`config.mk`:
```
export PLATFORM = sky130hd
export DESIGN_NAME = dmem_arbiter
export DESIGN_NICKNAME = d
export VERILOG_FILES = /design/src/rtl/dmem_pkg.sv /design/src/rtl/rr_arb2.sv /design/src/rtl/dmem_arbiter.sv
export SDC_FILE = /design/constraint.sdc
export NUM_CORES = 1
export LEC_CHECK = 0
export CAP_MARGIN = 20
export CORE_MARGIN = 4
export CORE_UTILIZATION = 44
export DETAILED_ROUTE_END_ITERATION = 7
export PLACE_DENSITY = 0.87
export SLEW_MARGIN = 20
export SYNTH_ARGS = -nofsm -noshare
export SYNTH_HDL_FRONTEND = slang
export SYNTH_SLANG_ARGS = --single-unit
```
`constraint.sdc`:
```
create_clock -name clk -period 4.9 [get_ports clk]
set_input_delay 0.735 -clock clk [delete_from_list [all_inputs] [get_ports clk]]
set_output_delay 0.735 -clock clk [all_outputs]
set_load 0.01 [all_outputs]
```
`src/rtl/dmem_pkg.sv`:
```
// Shared definitions for the data-memory arbiter slice.
//   state_e           : sequencer states (IDLE, ISSUE, WAIT, RESP)
//   PORT_CPU/PORT_DBG : requester ids (core load/store path, debug/DMA loader)
//   addr_illegal_mask : address bits that must be zero for a word address the
//                       nibble-packed memory can hold (8 nibbles per word)
package dmem_pkg;

  typedef enum logic [1:0] {
    IDLE  = 2'd0,
    ISSUE = 2'd1,
    WAIT  = 2'd2,
    RESP  = 2'd3
  } state_e;

  localparam logic PORT_CPU = 1'b0;
  localparam logic PORT_DBG = 1'b1;

  localparam int unsigned NIBBLES_PER_WORD = 8;
  localparam int unsigned MEM_DEPTH_DEF    = 16;

  // A word occupies NIBBLES_PER_WORD entries, so the low bits must be zero and
  // nothing may reach past the last entry. Only the word-index bits may be set.
  function automatic logic [63:0] addr_illegal_mask(input int unsigned depth);
    logic [63:0] span;
    span = 64'(depth - 1);
    return ~(span & ~64'(NIBBLES_PER_WORD - 1));
  endfunction

  localparam logic [63:0] ADDR_ILLEGAL_MASK_DEF = addr_illegal_mask(MEM_DEPTH_DEF);

endpackage

```
`src/rtl/rr_arb2.sv`:
```
// Two-input round-robin grant.
//   clk, rst_n : clock, asynchronous active-low reset
//   req[1:0]   : request per port
//   accept     : the current grant is taken; remember it as last winner
//   gnt_any    : at least one request present
//   gnt_id     : winning port id (valid when gnt_any)
module rr_arb2
  import dmem_pkg::*;
(
  input  logic       clk,
  input  logic       rst_n,
  input  logic [1:0] req,
  input  logic       accept,
  output logic       gnt_any,
  output logic       gnt_id
);

  logic rr_last;

  always_comb begin
    gnt_any = |req;
    // On a tie the port that did not win last time goes; otherwise the lone
    // requester wins (req[1] alone selects port 1, anything else port 0).
    if (req == 2'b11) gnt_id = ~rr_last;
    else              gnt_id = req[1];
  end

  // Resetting to PORT_DBG lets the CPU port win the first tie.
  always_ff @(posedge clk or negedge rst_n) begin
    if (!rst_n)      rr_last <= PORT_DBG;
    else if (accept) rr_last <= gnt_id;
  end

endmodule

```
`src/rtl/dmem_arbiter.sv`:
```
// Two-requester arbiter/sequencer in front of the CPU data memory.
//   clk, rst_n              : clock, asynchronous active-low reset
//   pN_req/we/addr/wdata    : port N request, held until pN_ack
//   pN_ack/err/rdata        : port N one-cycle completion, address reject, read data
//   mem_addr/wdata          : memory address and write data (registered)
//   mem_write/mem_read      : one-cycle registered strobes, high in ISSUE only
//   mem_rdata               : memory read data, one cycle after mem_read
//   busy                    : sequencer not in IDLE
module dmem_arbiter
  import dmem_pkg::*;
#(
  parameter int ADDR_W    = 32,
  parameter int DATA_W    = 32,
  parameter int MEM_DEPTH = 16
) (
  input  logic              clk,
  input  logic              rst_n,
  input  logic              p0_req,
  input  logic              p0_we,
  input  logic [ADDR_W-1:0] p0_addr,
  input  logic [DATA_W-1:0] p0_wdata,
  output logic              p0_ack,
  output logic              p0_err,
  output logic [DATA_W-1:0] p0_rdata,
  input  logic              p1_req,
  input  logic              p1_we,
  input  logic [ADDR_W-1:0] p1_addr,
  input  logic [DATA_W-1:0] p1_wdata,
  output logic              p1_ack,
  output logic              p1_err,
  output logic [DATA_W-1:0] p1_rdata,
  output logic [ADDR_W-1:0] mem_addr,
  output logic [DATA_W-1:0] mem_wdata,
  output logic              mem_write,
  output logic              mem_read,
  input  logic [DATA_W-1:0] mem_rdata,
  output logic              busy
);

  localparam logic [63:0]       ILLEGAL_MASK64 = addr_illegal_mask(MEM_DEPTH);
  localparam logic [ADDR_W-1:0] ILLEGAL_MASK   = ILLEGAL_MASK64[ADDR_W-1:0];

  state_e            state_q, state_d;
  logic              take;
  logic              gnt_any, gnt_id;
  logic              sel_we, sel_legal;
  logic [ADDR_W-1:0] sel_addr;
  logic [DATA_W-1:0] sel_wdata;

  logic              win_id_q, we_q, err_q;
  logic [DATA_W-1:0] rdata0_q, rdata1_q;
  logic              resp;

  rr_arb2 u_rr (
    .clk     (clk),
    .rst_n   (rst_n),
    .req     ({p1_req, p0_req}),
    .accept  (take),
    .gnt_any (gnt_any),
    .gnt_id  (gnt_id)
  );

  assign sel_we    = (gnt_id == PORT_DBG) ? p1_we    : p0_we;
  assign sel_addr  = (gnt_id == PORT_DBG) ? p1_addr  : p0_addr;
  assign sel_wdata = (gnt_id == PORT_DBG) ? p1_wdata : p0_wdata;
  assign sel_legal = ((sel_addr & ILLEGAL_MASK) == '0);

  always_comb begin
    state_d = state_q;
    take    = 1'b0;
    case (state_q)
      IDLE: begin
        if (gnt_any) begin
          take    = 1'b1;
          state_d = sel_legal ? ISSUE : RESP;
        end
      end
      ISSUE:   state_d = WAIT;
      WAIT:    state_d = RESP;
      RESP:    state_d = IDLE;
      default: state_d = IDLE;
    endcase
  end

  always_ff @(posedge clk or negedge rst_n) begin
    if (!rst_n) begin
      state_q   <= IDLE;
      win_id_q  <= PORT_CPU;
      we_q      <= 1'b0;
      err_q     <= 1'b0;
      mem_addr  <= '0;
      mem_wdata <= '0;
      mem_write <= 1'b0;
      mem_read  <= 1'b0;
      rdata0_q  <= '0;
      rdata1_q  <= '0;
    end else begin
      state_q   <= state_d;
      // Strobes are only ever set on the IDLE->ISSUE edge, so they last one cycle.
      mem_write <= take & sel_legal & sel_we;
      mem_read  <= take & sel_legal & ~sel_we;
      if (take) begin
        win_id_q <= gnt_id;
        we_q     <= sel_we;
        err_q    <= ~sel_legal;
        // Rejected accesses never touch the memory bus.
        if (sel_legal) begin
          mem_addr  <= sel_addr;
          mem_wdata <= sel_wdata;
        end
      end
      // Memory data is registered, so it is valid during WAIT.
      if (state_q == WAIT && !we_q) begin
        if (win_id_q == PORT_DBG) rdata1_q <= mem_rdata;
        else                      rdata0_q <= mem_rdata;
      end
    end
  end

  assign busy   = (state_q != IDLE);
  assign resp   = (state_q == RESP);
  assign p0_ack = resp & (win_id_q == PORT_CPU);
  assign p1_ack = resp & (win_id_q == PORT_DBG);
  assign p0_err = p0_ack & err_q;
  assign p1_err = p1_ack & err_q;

  // The held read registers are masked to zero only while acking a write or a
  // rejected access; at all other times they show the last read result.
  assign p0_rdata = (p0_ack && (we_q || err_q)) ? '0 : rdata0_q;
  assign p1_rdata = (p1_ack && (we_q || err_q)) ? '0 : rdata1_q;

endmodule

```
==> flow_summary_export.csv <==
group,metric,value,unit
sta,setup_viol,0,
routing,routed_wl,18800,microns
synthesis,syn_area_per_cell,13.6,sq um
synthesis,ys_async_sr_fraction,100,%
grt,globalRouteMet3Util,8.96,%
synthesis,syn-num-nets,611,
worst_setup_path,path_common_cell,"buf_4",
synthesis,yosysTopAreaCell,"dfrtp_1",
grt,grtUsageTotal,24.2,%
synthesis,synth_warnings,0,
grt,antenna_found_initial,1,
routing,vias_per_cell,5.03,
sta,finalCriticalPeriod,3240,ps
synthesis,synth-main-ff-cell,"dfrtp_1",
placement,gp_congestion,0.874,
worst_setup_path,critical_path_arrival,3530,ps
routing,drt_iter0_drc,174,
grt,grt_pass1_wl,29200,microns
sta,fin_setup_tns,0,ps
floorplan,die_width,125,microns
worst_setup_path,path_class,"primary input to register",
routing,wire_per_inst,20.2,microns
clocking,postCtsSetupBuffers,0,
worst_setup_path,crit_chain,"clkdlybuf4s50_1 > a21boi_4 > buf_4 > nor3_2 > o21bai_4 > buf_4 > mux2_2",
floorplan,ioPinCount,301,
clocking,clk_latency,410,ps
worst_setup_path,critical-path-top-delay-family,"buffers and inverters",
layout,area_growth_syn_to_layout,63.1,%
sta,slew_violations,0,
run,maxCapViolCount,0,
grt,grt_use_met1,28.1,%
placement,io_buffer_count,300,
sta,hold_slack,443,ps
clocking,path_clk_slew,50,ps
grt,grt_use_met2,40.9,%
power,p_per_area,498,nW/um^2
grt,grt_overflow,0,
clocking,tritoncts,"built",
floorplan,die-area,15500,sq um
grt,grt_most_used_layer,"met2",
placement,place.detailed.hpwl,14200,microns
sta,worst_slew_pin_slew,900,ps
placement,placed_cell_area,9160,sq um
synthesis,yosys.area.top_type_share,56.5,%
layout,design_area,9750,sq um
synthesis,synth_edf_count,0,
routing,dr.pass1.iters,4,
clocking,clock-sinks,136,
floorplan,die_y,125,microns
synthesis,synth_seq_cells,136,
clocking,cts_root_buf,"clkbuf_16",
sta,slew_headroom,40.0,%
sta,max_freq,308,MHz
grt,first_global_vias,5190,
worst_setup_path,worstSetupStartpointType,"primary input",
run_status,status,"finished clean",
power,p_leak,0.00419,uW
floorplan,coreArea,13300,sq um
power,vdd_drop_max,0.236,mV
clocking,htree_levels,4,
layout,nNetsFinal,912,
floorplan,rows,42,
clocking,numCtsBuffers,17,
grt,grt_max_degree,103,
min_path,min_path_type,"primary input to async pin",
sta,post-route-period-util,66.2,%
sta,clock_skew,9.49,ps
routing,ant_nets,0,
worst_setup_path,cp_max_fo,37,
synthesis,yosysMostFrequentCell,"dfrtp_1",
routing,dr_total_vias,4683,
worst_setup_path,required,5190,ps
clocking,clockBufferDepth,2,
worst_setup_path,crit_buf_inv,3,
synthesis,ys_seq_area_share,56.9,%
worst_setup_path,worst_setup_path_end_kind,"register",
clocking,holdBufCountCts,0,
layout,drive_gt1_share,22.9,%
synthesis,synthTopCellsByCount,"dfrtp_1 (135), mux2_2 (124), and2_1 (65)",
sta,hold_viol,0,
worst_setup_path,cpPeakStageDelay,590,ps
clocking,cts_resized,0,
sta,rsz0062_at_grt,"no",
synthesis,synth_cell_types,32,
routing,drc,0,
synthesis,postSynthCellCount,441,
synthesis,synthTopCellsByArea,"dfrtp_1 (57%), mux2_2 (23%), and2_1 (6.8%)",
floorplan,start_util,45.0,%
synthesis,synthesis.area,5980,sq um
worst_setup_path,critPathSlowestCell,"o21bai_4",
## power breakdown
| group | switching [uW] | internal (uW) |
|---|---|---|
| clock network | 458 | 805 |
| logic | 774 | 1230 |
| registers | 158 | 1430 |
## registers in the layout, summed over array words and instances (netlist names)
signal	count
rdata1_q	32
win_id_q	1
we_q	1
mem_wdata	32
mem_read	1
rdata0_q	32
u_rr.rr_last	1
err_q	1
mem_write	1
mem_addr	32
state_q	2
## metal layers
metal / part of all wire (%) / vias up / routed length (microns)
met3: 9.0 / 34 / 1700
met2: 50 / 225 / 9380
met5: 0 / - / 0
li1: - / 2127 / -
met1: 39 / 2297 / 7250
met4: 2.5 / 0 / 464
## cells by family after synthesis
| family | synth area share, % |
|---|---|
| DFF | 56.9 |
| buffers and inverters | 2.09 |
| and+or+nand+nor | 13.5 |
| muxes | 25.3 |
| adders and majority gates | 0.837 |
| AOI/OAI and AO/OA | 1.34 |
## area by class of cell
type                            instances  area [sq um]
Fill cell                             881          3540
Sequential cell                       136          3400
Timing Repair Buffer                  305          3040
Multi-Input combinational cell        278          2490
Clock buffer                           21           450
Tap cell                              176           220
Clock inverter                         10           128
Inverter                                4          15.0
Antenna cell                            1          2.50
## through the flow
step                util (%)  power [uW]  setup WS (ps)  instances
finish                  73.3        4860           1660        931
CTS                     73.3        4900           1570        930
global route            73.3        5110           1470        931
global placement        68.9        3550           1310        899
floorplan                  -        2550           2720        441
detailed placement      68.9        3630           1220        899
## final timing paths
check,cells after the start,from,end,slack (ps)
setup / recovery,7,p1_req,mem_wdata[5],1660
hold / removal,1,rst_n,rdata1_q[19],440
setup reg to reg,6,u_rr.rr_last,mem_wdata[5],2130
hold reg to reg,1,mem_addr[7],mem_addr[7],490
max in group asynchronous,2,rst_n,rdata1_q[8],3430
min in group clk,1,mem_addr[7],mem_addr[7],490
## cells in the final DEF (no fill, tap or decap), types with 5 or more instances in the layout
| cell | n |
|---|---|
| nor2b_1 | 34 |
| nor4_1 | 14 |
| clkbuf_16 | 17 |
| buf_4 | 5 |
| clkinv_2 | 6 |
| and2_1 | 65 |
| mux2_2 | 124 |
| mux2_4 | 7 |
| clkdlybuf4s50_1 | 299 |
| dfrtp_1 | 135 |
Note: power is estimated with default switching activity, not from simulation.
